`src/rtl/hazard_scoreboard.sv`:
```
// hazard_scoreboard
// Per-register latency scoreboard for the ID stage. Each architectural
// register (except x0) carries a small down-counter that reads nonzero while
// an in-flight producer has not yet made its result forwardable. The ID
// instruction is held on read-after-write and write-after-write hazards, and
// on a busy multi-cycle unit in EX. Taken branches and kills flush the front
// end and take priority over any stall.

module hazard_scoreboard #(
    parameter  int NUM_REGS = 32,
    parameter  int MAX_LAT  = 8,
    localparam int AW       = $clog2(NUM_REGS),
    localparam int CW       = $clog2(MAX_LAT + 1)
) (
    input  logic                i_clk,
    input  logic                i_rst,
    input  logic                i_id_valid,
    input  logic [AW-1:0]       i_id_rs1_addr,
    input  logic [AW-1:0]       i_id_rs2_addr,
    input  logic                i_id_rs1_use,
    input  logic                i_id_rs2_use,
    input  logic [AW-1:0]       i_id_rd_addr,
    input  logic                i_id_regfile_we,
    input  logic [CW-1:0]       i_id_lat,
    input  logic                i_ex_busy,
    input  logic                i_ex_take_branch,
    input  logic                i_kill,
    output logic                o_stall_if,
    output logic                o_stall_ifid,
    output logic                o_flush_ifid,
    output logic                o_flush_idex,
    output logic                o_bubble_idex,
    output logic                o_issue,
    output logic [NUM_REGS-1:0] o_pending
);

    // Largest legal latency, sized to the counter width so comparisons stay
    // width-matched.
    localparam logic [CW-1:0] LAT_LIMIT = CW'(MAX_LAT);

    // Remaining cycles until each register's pending result is forwardable.
    // Entry 0 is held at zero so x0 can be indexed like any other register.
    logic [CW-1:0] r_cnt [NUM_REGS];

    logic w_rs1_busy;
    logic w_rs2_busy;
    logic w_raw;
    logic w_waw;
    logic w_haz;
    logic w_stall;
    logic w_redirect;
    logic w_issue;
    logic w_write;
    logic [NUM_REGS-1:0] w_pending;

    // Hazard detection against the current scoreboard contents. A younger
    // write must not be overtaken by an older, slower one, hence the WAW
    // check only fires when the outstanding count exceeds the new latency.
    always_comb begin
        w_rs1_busy = i_id_rs1_use && (r_cnt[i_id_rs1_addr] != '0);
        w_rs2_busy = i_id_rs2_use && (r_cnt[i_id_rs2_addr] != '0);
        w_raw      = w_rs1_busy || w_rs2_busy;
        w_waw      = i_id_regfile_we && (i_id_rd_addr != '0) &&
                     (r_cnt[i_id_rd_addr] > i_id_lat);
        w_haz      = i_id_valid && (w_raw || w_waw);
        w_stall    = w_haz || i_ex_busy;
        w_redirect = i_ex_take_branch || i_kill;
        w_issue    = i_id_valid && !w_stall && !w_redirect;
        w_write    = w_issue && i_id_regfile_we && (i_id_rd_addr != '0);
    end

    // Pipeline control. A redirect always wins over a stall; while EX is busy
    // the ID/EX register holds its contents rather than taking a bubble.
    always_comb begin
        o_stall_if    = w_stall && !w_redirect;
        o_stall_ifid  = w_stall && !w_redirect;
        o_bubble_idex = w_stall && !w_redirect && !i_ex_busy;
        o_flush_ifid  = w_redirect;
        o_flush_idex  = w_redirect;
        o_issue       = w_issue;
    end

    // Debug view of which registers still have an outstanding producer.
    always_comb begin
        w_pending = '0;
        for (int r = 1; r < NUM_REGS; r++) begin
            w_pending[r] = (r_cnt[r] != '0);
        end
    end

    assign o_pending = w_pending;

    // Scoreboard update: kill clears everything, otherwise counters drain by
    // one per cycle and an issuing writer loads its declared latency, which
    // takes precedence over the drain on the same register.
    always_ff @(posedge i_clk or posedge i_rst) begin
        if (i_rst) begin
            for (int r = 0; r < NUM_REGS; r++) begin
                r_cnt[r] <= '0;
            end
        end else if (i_kill) begin
            for (int r = 0; r < NUM_REGS; r++) begin
                r_cnt[r] <= '0;
            end
        end else begin
            r_cnt[0] <= '0;
            for (int r = 1; r < NUM_REGS; r++) begin
                if (w_write && (i_id_rd_addr == AW'(r))) begin
                    r_cnt[r] <= i_id_lat;
                end else if (r_cnt[r] != '0) begin
                    r_cnt[r] <= r_cnt[r] - CW'(1);
                end
            end
        end
    end

    // A producer may never declare more latency than the counters are sized for.
    a_lat_legal: assert property (@(posedge i_clk) disable iff (i_rst)
        (i_id_valid && i_id_regfile_we) |-> (i_id_lat <= LAT_LIMIT));

endmodule

```
`config.mk`:
```
export PLATFORM = sky130hd
export DESIGN_NAME = hazard_scoreboard
export DESIGN_NICKNAME = d
export VERILOG_FILES = /design/src/rtl/hazard_scoreboard.sv
export SDC_FILE = /design/constraint.sdc
export NUM_CORES = 1
export LEC_CHECK = 0
export ABC_CLOCK_PERIOD_IN_PS = 9700
export CAP_MARGIN = 25
export CORE_MARGIN = 10
export CORE_UTILIZATION = 55
export DETAILED_ROUTE_END_ITERATION = 10
export PLACE_DENSITY = 0.85
export SYNTH_ARGS = -nofsm -noshare
export SYNTH_HDL_FRONTEND = slang
export SYNTH_SLANG_ARGS = --single-unit
```
`constraint.sdc`:
```
create_clock -name i_clk -period 9.7 [get_ports i_clk]
set_input_delay 0.97 -clock i_clk [delete_from_list [all_inputs] [get_ports i_clk]]
set_output_delay 0.97 -clock i_clk [all_outputs]
set_load 0.03 [all_outputs]
```
Word level (Yosys, flattened, before mapping):

Index checks and enable logic that the tools add are counted.

* $add $sub $neg: 31
* $lt $le $gt $ge: 4
* equality and inequality tests: 31
* multiplexer cells: 72
* bitwise operators: 3
* reduce and logical (&&, ||, !) cells: 114

Operator list (count)
* $mux 4: 68
* $reduce_bool 4->1: 33
* $mux 124: 1
* $sub 4x1->4 const B: 31
* $reduce_bool 3->1: 31
* $eq 5x5->1 const B: 16
* $bmux 4 s5: 3
* $logic_and 1x1->1: 42
* $eq 5x4->1 const B: 8
* $eq 5x3->1 const B: 4
* $ge 6x6->1 const B: 3
* $not 5->6: 3
* $eq 5x2->1 const B: 2
* $eq 5x1->1 const B: 1
* $reduce_bool 5->1: 1
* $gt 4x4->1: 1
* $logic_or 1x1->1: 4
* $logic_not 1->1: 3

* register bits after elaboration: 128
* logic and storage cells: 287

Logic depth before layout (Yosys ltp):

Gate-level depths: netlist of the first run.

* word-level depth: 18
* gate-level depth with buffers: 18

Worst setup path before layout of the first run:

OpenSTA, ideal clock, no wires.

* path kind: input port to output port
* start: input i_id_rd_addr[0]
* end: output o_stall_ifid
* arrival: 5.412 ns
* data required time: 8.730 ns
* slack: 3.318 ns
* stages on the path: 15
* cell sequence: buf_1 > clkbuf_1 > mux4_2 > mux4_2 > mux2_2 > ha_1 > and4b_1 > a211oi_1 > nor3_1 > nor4b_1 > a211oi_2 > buf_2 > o21ai_0 > a21oi_1 > buf_4

* cells in the longest elaborated chain, start to end: 10
* elaborated cells between the ends (all ways): 12

Ends and longest elaborated chain
* from (decl): line 22 `input logic [AW-1:0] i_id_rd_addr,`
* $not 5->6 (implied by the code): line 64 `(r_cnt[i_id_rd_addr] > i_id_lat);`
* $bmux 4 s5: line 64
* $mux 4 (implied by the code) (2 in series): line 64
* $gt 4x4->1: line 64
* $logic_and 1x1->1 (*): line 63 `w_waw = i_id_regfile_we && (i_id_rd_addr != '0) &&`
* $logic_or 1x1->1 (*): line 65 `w_haz = i_id_valid && (w_raw || w_waw);`
* $logic_and 1x1->1 (*): line 65
* $logic_or 1x1->1 (*): line 66 `w_stall = w_haz || i_ex_busy;`
* $logic_and 1x1->1 (*)
* to (decl): line 29 `output logic o_stall_ifid,`

Mark *: on every way between the ends. The rest lies on a longest branch, timed or not. The select of a mux whose other input is x is not followed.

Worst setup path in the final report of the first run:

* start: input i_id_rd_addr[1]
* end: output o_bubble_idex

* cells in the longest elaborated chain, start to end: 11
* elaborated cells between the ends (all ways): 13

Ends and longest elaborated chain
* $not 5->6 (implied by the code): line 64
* $bmux 4 s5: line 64
* $mux 4 (implied by the code) (2 in series): line 64
* $gt 4x4->1: line 64
* $logic_and 1x1->1 (*): line 63
* $logic_or 1x1->1 (*): line 65
* $logic_and 1x1->1 (*): line 65
* $logic_or 1x1->1 (*): line 66
* $logic_and 1x1->1 (*) (2 in series): line 77 `o_bubble_idex = w_stall && !w_redirect && !i_ex_busy;`
* to (decl): line 32 `output logic o_bubble_idex,`

Marks and branches as above.

==> results.ini, run 1 <==
[outcome]
status=complete, no violations

[yosys]
synth_area_um2=10200
synth_area_per_cell_um2=9.19
yosysTopAreaCell=dfrtp_1
synth_top_area_share_pct=30.5
ys.warnings.count=0
synthTopCellsByArea=dfrtp_1 (31%), mux2_2 (15%), mux4_2 (9.3%)
synth_fp_nets=1169
synth_edf_count=0
yosysUniqueCellTypes=56
postSynth.topFlopCell=dfrtp_1
synth_seq_cells=124
syn_inst=1106
yosysMostFrequentCell=nor2_1
yosys-top-cells-count=nor2_1 (156), mux2_2 (139), dfrtp_1 (124)
async_flop_share_pct=100
yosysSeqAreaShare_pct=30.5

[power_and_ir_drop]
p_leak_nw=4.98
ir_drop_uv=213
power.total_mw=3.88
power_density_nw_per_um2=336

[sta]
fin_crit_sh_pct=69.1
max-slew-margin-rel_pct=35.3
final_hold_viol_count=0
maxSlewViolCount=0
fin_skew_ns=0.00871
setup_violations=0
rsz0062_at_grt=no
worst_slack_ns=3.00
setup_tns_ns=0
max_freq_mhz=149
fin_crit_ns=6.70
worst_slew_pin_slew_ns=0.969

[layout]
largest_reg_flops=124
largestRegisters=r_cnt x124
drive_gt1_share_pct=21.2
syn_to_final_growth_pct=13.8
num-nets-final=1201
largest_register=r_cnt

[critical_path]
r2r_slack_ns=4.99
r2r-end=r_cnt[57]
r2r_start=r_cnt[3]
arrival_ns=5.73
crit_fanout=42
critPathRequiredTime_ns=8.73
critPathKind=in2out
end_kind=output port
r2r_cells=12
startpoint_type=primary input

[clock_network]
h-tree-depth=4
post-cts-setup-buffer-count=0
clk_pin_slew_ns=0.05
cts_hold_buf=0
cts_resized=0
cts_tree=done
clock-sinks=124
clkLatencyLatePin_ns=0.43
cts_buffer_depth=2
cts_buffers=17
root_buffer=clkbuf_16

[die]
die_w_um=156
fp.dieH_um=156
die_area_um2=24300
core_um2=18100
initial_core_util_pct=56.2
ios=66
num_rows=49

[placement]
io_buffers=64
pre_cts_slack_ns=2.87
hpwlAfterDp_mm=21.0
gp_congestion=1.02

[drt]
wl_met2_mm=13.6
wl_per_cell_um=21.6
ant_nets=0
wl_met3_mm=3.63
m1WireLength_mm=11.5
drt-total-wl_mm=29.9
num_vias=9196
via_per_inst=6.65
drc_errors=0
first_iter_violations=1321
first_pass_iters=6
highest_layer=met4

[min_path]
hold_end=r_cnt[85]
hold_path.class=reg2reg
whs_path_depth=3
min_from=r_cnt[85]

[grt]
gr-total-overflow=0
grt_max_degree=72
grtUsageTotal_pct=24.6
grt_pass1_vias=8945
antenna_found_initial=2
grt_pass1_wl_mm=48.2

[job]
maxCapViolations=0

[how the worst max path moves through the flow]
stage | startpoint | slack [ns] | to | cells past startpoint
after floorplan | i_id_rd_addr[0] | 3.32 | o_stall_ifid | 15
after global placement | i_id_rd_addr[0] | 3.08 | o_bubble_idex | 12
after detailed placement | i_id_rd_addr[0] | 2.87 | o_bubble_idex | 12
after CTS | i_id_rd_addr[0] | 2.86 | o_bubble_idex | 13
after global routing | i_id_rd_addr[1] | 2.77 | o_bubble_idex | 12
final | i_id_rd_addr[1] | 3.00 | o_bubble_idex | 12
[critical path, stage by stage]
cell	delay (ns)
buf_2	0.67
mux4_2	0.63
mux4_2	0.48
mux2_2	0.28
ha_1	0.31
a21o_1	0.20
a211oi_1	0.27
nor3_1	0.12
nor4b_1	0.47
a211o_1	0.53
a21oi_1	0.17
clkdlybuf4s50_1	0.63
[layout make-up]
cell class / instances / area (µm²)
fillers: 1399 / 6520
multi-input cells: 826 / 6460
flip-flops and latches: 124 / 3100
repair buffers: 73 / 708
clock buffers: 21 / 470
inverters: 96 / 363
well taps: 229 / 287
clock inverters: 11 / 165
diodes: 2 / 5.00
[per-stage QoR]
stage / instance area, µm² / util [%] / cells / hold WS, ns
floorplan: 10200 / - / 1106 / 0.637
global placement: 10900 / 60.3 / 1347 / 0.679
detailed placement: 10900 / 60.3 / 1347 / 0.706
CTS: 11500 / 63.8 / 1379 / 0.736
global route: 11600 / 63.9 / 1380 / 0.770
finish: 11600 / 64.0 / 1382 / 0.738
[cells in the final DEF, fill, tap and decap left out, types with 31 or more instances in the layout]
cell / netlist / routed
mux4_2: 42 / 42
clkdlybuf4s50_1: 0 / 61
nor2_1: 156 / 154
nand2_1: 38 / 38
nor3_1: 43 / 43
nor4_1: 38 / 38
a21oi_1: 73 / 73
ha_1: 35 / 35
mux2_2: 139 / 139
xnor2_1: 31 / 31
dfrtp_1: 124 / 124
inv_1: 96 / 95
[report_power, final]
part           switching [mW]  leakage (nW)  internal (mW)
Combinational            1.16          3.03           1.02
Clock                   0.248         0.301          0.449
Sequential              0.311          1.65          0.696
Total                    1.71          4.98           2.17
[cell families (layout without fill, tap and decap cells)]
| group | count (synthesis) | count (layout) | synth area share [%] |
|---|---|---|---|
| AO/OA/AOI/OAI | 120 | 120 | 7.38 |
| XOR/XNOR | 31 | 31 | 2.67 |
| adder cells (fa/ha/maj) | 35 | 35 | 4.31 |
| buffers and inverters | 156 | 201 | 5.96 |
| flip-flops | 124 | 124 | 30.5 |
| multiplexers | 198 | 198 | 26.4 |
| other | 1 | 3 | 0.0369 |
| AND/OR/NAND/NOR | 441 | 441 | 22.7 |
[routing by layer]
metal	GRT usage, %	vias to the layer above
met5	0	-
met4	10.5	0
met3	7.64	106
met2	38.5	629
met1	31.0	4406
li1	-	4055
(Power assumes the default switching activity.)
==> run 2: changes to the inputs <==
- ABC_CLOCK_PERIOD_IN_PS: 9700 -> 5870
- PLACE_DENSITY: 0.85 -> 0.88
- clock period: 9.7 -> 5.87 ns (I/O delays scaled with it)
==> run 2 against run 1 <==
- global-route usage down 0.71 points
- clock power grew 49%
- sequential share of layout area grew 0.076 points
- critical path depth rose by 1
- clock skew grew 0.0035 ns
- register-to-register slack lost 3.7 ns
- sequential power rose by 62%
- worst hold slack got worse by 0.084 ns
- total power rose by 62%
- wire length shrank 0.94%
- flip-flop and latch count unchanged
- critical path type unchanged
==> results.ini, run 2 (synthesis results as in run 1) <==
[grt]
grt_pass1_wl_mm=46.6  ; -3.3%
grt_pass1_vias=8755  ; -2.1%
globalRouteMet2Util_pct=37.6  ; -0.88 points
gr-total-overflow=0  ; unchanged
grt_max_degree=73  ; +1.4%
grt-busiest-layer=met2
antenna_found_initial=1  ; -1
grt_util_met1_pct=31.0  ; about the same
grtUsageTotal_pct=23.9  ; -0.71 points
met3_usage_pct=6.53  ; -1.1 points

[power_and_ir_drop]
ir_drop_uv=274  ; +29%
p_leak_nw=4.98  ; about the same
power_density_nw_per_um2=546  ; +63%

[placement]
io_buffers=64  ; unchanged
pre_cts_slack_ns=0.481  ; -2.39 ns
hpwlAfterDp_mm=20.8  ; -1.2%
gp_congestion=1.00  ; -1.8%
post_dp_cell_area_um2=10900  ; +0.34%

[die]
die_w_um=156  ; unchanged
core_um2=18100  ; unchanged
initial_core_util_pct=56.2  ; unchanged
ios=66  ; unchanged
num_rows=49  ; unchanged
fp.dieH_um=156  ; unchanged
die_area_um2=24300  ; unchanged

[clock_network]
cts_hold_buf=0  ; unchanged
cts_tree=done
cts_resized=0  ; unchanged
post-cts-setup-buffer-count=0  ; unchanged
clock-sinks=124  ; unchanged
clk_pin_slew_ns=0.06  ; about the same
cts_buffers=17  ; unchanged
root_buffer=clkbuf_16
cts_buffer_depth=2  ; unchanged
clkLatencyLatePin_ns=0.44  ; about the same
h-tree-depth=4  ; unchanged

[sta]
maxSlewViolCount=0  ; unchanged
worst_slack_ns=0.400  ; -2.60 ns
final_hold_viol_count=0  ; unchanged
fin_crit_ns=5.47
fin_skew_ns=0.0122  ; +0.00345 ns
setup_tns_ns=0  ; unchanged
max_freq_mhz=183
worst_slew_pin_slew_ns=0.987  ; +0.0188 ns
rsz0062_at_grt=no
fin_crit_sh_pct=93.2
setup_violations=0  ; unchanged
whs_ns=0.654  ; -0.0840 ns
max-slew-margin-rel_pct=33.9  ; -1.4 points

[layout]
num-nets-final=1205  ; +0.33%
syn_to_final_growth_pct=13.5
final_util_pct=63.8  ; -0.18 points
drive_gt1_share_pct=21.7  ; +0.53 points
final_common_cell=nor2_1
final_cell_mix=nor2_1 (154), mux2_2 (139), dfrtp_1 (124), inv_1 (95), a21oi_1 (73)
largest_reg_flops=124  ; unchanged
stdcell_area_um2=11500  ; -0.28%
largestRegisters=r_cnt x124
largest_register=r_cnt

[drt]
num_vias=9126  ; -0.76%
via_per_inst=6.59  ; -0.98%
drt-total-wl_mm=29.6  ; -0.94%
drc_errors=0  ; unchanged
first_pass_iters=6  ; unchanged
first_iter_violations=1012  ; -23%
ant_nets=0  ; unchanged
wl_per_cell_um=21.4  ; -1.2%

[min_path]
hold_path.class=in2async

[critical_path]
critPathRequiredTime_ns=5.28  ; -3.45 ns
r2r_slack_ns=1.29  ; -3.70 ns
r2r_cells=12  ; unchanged
crit_fanout=33  ; -21%
worst-path-buf-inv=3  ; +1
end_kind=output port
crit_family=buffers and inverters
crit_chain=buf_2 > buf_4 > mux4_2 > mux4_2 > mux2_2 > ha_1 > a21o_1 > a211oi_1 > nor3_1 > nor4b_1 > a211oi_2 > nor3_1 > clkdlybuf4s50_1
r2r-end=r_cnt[4]
r2r_start=r_cnt[2]
critPathKind=in2out
max_stage_delay_ns=0.71  ; +0.04 ns
arrival_ns=4.88  ; -0.85 ns
startpoint_type=primary input
critPathSlowestCell=clkdlybuf4s50_1

[job]
maxCapViolations=0  ; unchanged

[outcome]
status=complete, no violations

## run 2: cell count changes in the layout (fill, tap and decap cells not counted), sizes merged, moves of 2 or more
cell           before  now
clkdlybuf4s50      61   59
clkbuf             21   17
bufinv              4    2
buf                12   18
clkinv              3   10
## run 2: stage by stage
stage               power, mW  instances
floorplan                4.14       1106
CTS                      6.24       1383
finish                   6.30       1385
detailed placement       5.16       1351
global route             6.72       1384
global placement         5.02       1351
## run 2: power breakdown
part | internal [mW] | switching [mW] | total [mW]
Sequential | 1.15 | 0.494 | 1.64
Combinational | 1.70 | 1.91 | 3.61
Clock | 0.622 | 0.418 | 1.04
Total | 3.47 | 2.83 | 6.30
## run 2: routing by layer
layer  routed length [µm]  part of all wire, %  vias to the layer above
li1                     -                    -                     4066
met1                11700                   39                     4398
met2                13800                   46                      566
met3                 3280                   11                       94
met4                  867                  2.9                        2
met5                    7                0.024                        -
## run 2: worst reg2reg max path, stage by stage (launching register included)
cell	delay, ns
dfrtp_1	0.46
mux4_2	0.50
mux4_2	0.49
mux2_2	0.28
ha_1	0.30
a21o_1	0.18
a211oi_1	0.27
nor3_1	0.12
nor4b_1	0.46
a211oi_2	0.14
buf_4	0.25
nor3_1	0.59
mux2_2	0.41
## run 2: how the worst max path moves through the flow
| stage | start | endpoint | slack (ns) | cells past startpoint |
|---|---|---|---|---|
| floorplan | i_id_rd_addr[0] | o_stall_ifid | 0.25 | 15 |
| global placement | i_id_rd_addr[1] | o_issue | 0.56 | 13 |
| detailed placement | i_id_rd_addr[1] | o_bubble_idex | 0.48 | 12 |
| CTS | i_id_rd_addr[1] | o_issue | 0.47 | 13 |
| global route | i_id_rd_addr[1] | o_issue | 0.19 | 13 |
| finish | i_id_rd_addr[1] | o_issue | 0.40 | 13 |
## run 2: final cells by class
class                           count  area, µm²
Fill cell                        1416       6550
Multi-Input combinational cell    826       6460
Sequential cell                   124       3100
Timing Repair Buffer               77        737
Clock buffer                       17        425
Inverter                           96        363
Tap cell                          229        287
Clock inverter                     15        151
Antenna cell                        1       2.50
==> run 3: changes to the inputs <==
- CORE_UTILIZATION: 55 -> 50
- HOLD_SLACK_MARGIN: unset -> 0.03
- PLACE_DENSITY: 0.88 -> 0.82
==> run 3 against run 2 <==
- clock power down 8%
- highest routed layer is now met4
- worst hold slack better by 0.039 ns
- global-route usage down 1.8 points
- largest power group unchanged
==> results.ini, run 3 (synthesis results as in run 1) <==
[outcome]
status=complete, no violations

[grt]
grt_pass1_vias=8655  ; -1.1%
antenna_found_initial=0  ; -1
grt_pass1_wl_mm=47.1  ; +0.93%
gr-total-overflow=0  ; unchanged
grtUsageTotal_pct=22.1  ; -1.8 points
grt_max_degree=76  ; +4.1%

[power_and_ir_drop]
power_density_nw_per_um2=535  ; -1.9%
ir_drop_uv=342  ; +25%
seq_power_share_pct=26.4  ; +0.3 points
clkPwrFrac_pct=15.5  ; -1.0 points
power.total_mw=6.17  ; -1.9%
p_leak_nw=4.96  ; -0.34%
p_int_mw=3.42  ; -1.4%
swShare_pct=44.6  ; -0.32 points
net-switching-power_mw=2.75  ; -2.6%
p_comb_share_pct=58.1  ; +0.7 points

[clock_network]
post-cts-setup-buffer-count=0  ; unchanged
clkLatencyLatePin_ns=0.43  ; about the same
cts_resized=0  ; unchanged
cts_buffer_depth=2  ; unchanged
cts_hold_buf=0  ; unchanged
cts_tree=done
h-tree-depth=4  ; unchanged
cts_buffers=17  ; unchanged
root_buffer=clkbuf_16
clk_pin_slew_ns=0.06  ; about the same
clock-sinks=124  ; unchanged

[critical_path]
max_stage_delay_ns=0.75  ; +0.04 ns
r2r-end=r_cnt[4]
r2r_slack_ns=1.24  ; -0.05 ns
startpoint_type=primary input
end_kind=output port
crit_chain=buf_2 > buf_4 > mux4_2 > mux4_2 > mux2_2 > ha_1 > and4b_1 > a211oi_1 > nor3_1 > nor4b_1 > a211o_1 > a21oi_1 > clkdlybuf4s50_1
critPathRequiredTime_ns=5.28  ; about the same
r2r_cells=12  ; unchanged
arrival_ns=4.93  ; +0.05 ns
crit_fanout=28  ; -15%
r2r_start=r_cnt[3]
cpMostUsedCell=mux4_2
critPathSlowestCell=clkdlybuf4s50_1
critPathKind=in2out

[drt]
drc_errors=0  ; unchanged
ant_nets=0  ; unchanged
wl_met2_mm=13.8  ; unchanged
highest_layer=met4
drt-total-wl_mm=29.2  ; -1.5%
wl_per_cell_um=20.4  ; -4.3%
num_vias=9071  ; -0.60%
wl_met3_mm=3.06  ; -6.7%
m1WireLength_mm=11.5  ; -1.4%
via_per_inst=6.36  ; -3.5%
first_iter_violations=1080  ; +6.7%
first_pass_iters=7  ; +1

[sta]
setup_tns_ns=0  ; unchanged
fin_crit_ns=5.52  ; +0.0488 ns
maxSlewViolCount=0  ; unchanged
fin_skew_ns=0.0107  ; -0.00148 ns
max-slew-margin-rel_pct=37.0  ; +3.0 points
setup_violations=0  ; unchanged
fin_crit_sh_pct=94.0  ; +0.83 points
rsz0062_at_grt=no
worst_slew_pin_slew_ns=0.942  ; -0.0456 ns
max_freq_mhz=181  ; -0.88%
final_hold_viol_count=0  ; unchanged

[min_path]
hold_path.class=in2async

[layout]
final_common_cell=nor2_1
final_cells=1426  ; +3.0%
final_util_pct=57.4  ; -6.4 points
final_cell_mix=nor2_1 (154), mux2_2 (139), dfrtp_1 (124), inv_1 (95), a21oi_1 (73)
largest_reg_flops=124  ; unchanged
largestRegisters=r_cnt x124
insertedDiodeCount=0  ; -1
syn_to_final_growth_pct=13.5  ; about the same
largest_register=r_cnt
num-nets-final=1206  ; +0.083%
drive_gt1_share_pct=21.3  ; -0.45 points

[placement]
post-place-cells=1393  ; +3.1%
hpwlAfterDp_mm=20.7  ; about the same
gp_congestion=0.937  ; -6.6%
io_buffers=64  ; unchanged

[die]
num_rows=52  ; +6.1%
core_um2=20100  ; +11%
fp.dieH_um=163  ; +4.3%
ios=66  ; unchanged
die_w_um=163  ; +4.3%
initial_core_util_pct=50.5  ; -5.6 points
die_area_um2=26400  ; +8.7%

[job]
maxCapViolations=0  ; unchanged

[run 3: changes by cell type in the layout (fill, tap and decap cells not counted), moves of 2 or more]
cell,before,now
clkinvlp_4,3,1
clkinv_4,5,0
clkbuf_1,0,6
clkinv_2,5,7
buf_4,14,16
[run 3: power by group through the flow]
stage | Combinational (mW) | Sequential, mW | Clock, mW
floorplan | 2.71 | 1.43 | 0
CTS | 3.58 | 1.60 | 0.964
global placement | 3.43 | 1.60 | 0
global route | 3.96 | 1.66 | 1.00
detailed placement | 3.54 | 1.61 | 0
finish | 3.58 | 1.63 | 0.958
[run 3: layout make-up]
cell class,count,area (µm²)
fillers,1670,8570
multi-input cells,826,6460
flip-flops and latches,124,3100
repair buffers,78,741
clock buffers,23,448
inverters,96,363
well taps,270,338
clock inverters,9,72.6
[run 3: stage by stage]
stage / area, µm² / hold WS, ns / setup slack, ns
final: 11500 / 0.693 / 0.351
after detailed placement: 11000 / 0.706 / 0.481
after global placement: 11000 / 0.679 / 0.580
after global routing: 11500 / 0.770 / 0.255
after floorplan: 10200 / 0.637 / 0.254
after CTS: 11500 / 0.718 / 0.468
[run 3: worst max-delay path by stage]
| stage | startpoint | endpoint | slack [ns] |
|---|---|---|---|
| after detailed placement | i_id_rd_addr[1] | o_bubble_idex | 0.48 |
| final | i_id_rd_addr[1] | o_bubble_idex | 0.35 |
| after CTS | i_id_rd_addr[1] | o_bubble_idex | 0.47 |
| after floorplan | i_id_rd_addr[0] | o_stall_ifid | 0.25 |
| after global routing | i_id_rd_addr[1] | o_issue | 0.25 |
| after global placement | i_id_rd_addr[1] | o_bubble_idex | 0.58 |
[run 3: layer usage]
layer / vias up / GRT usage [%]
met5: - / 0
met4: 0 / 7.83
met3: 67 / 5.81
met2: 543 / 35.1
met1: 4398 / 28.5
li1: 4063 / -
[run 3: worst max-delay path: cells and delay by family]
family,cells,cell delay (ns)
AO/OA/AOI/OAI,3,0.68
multiplexers,3,1.09
buffers and inverters,3,1.61
AND/OR/NAND/NOR,3,0.64
adder cells (fa/ha/maj),1,0.30
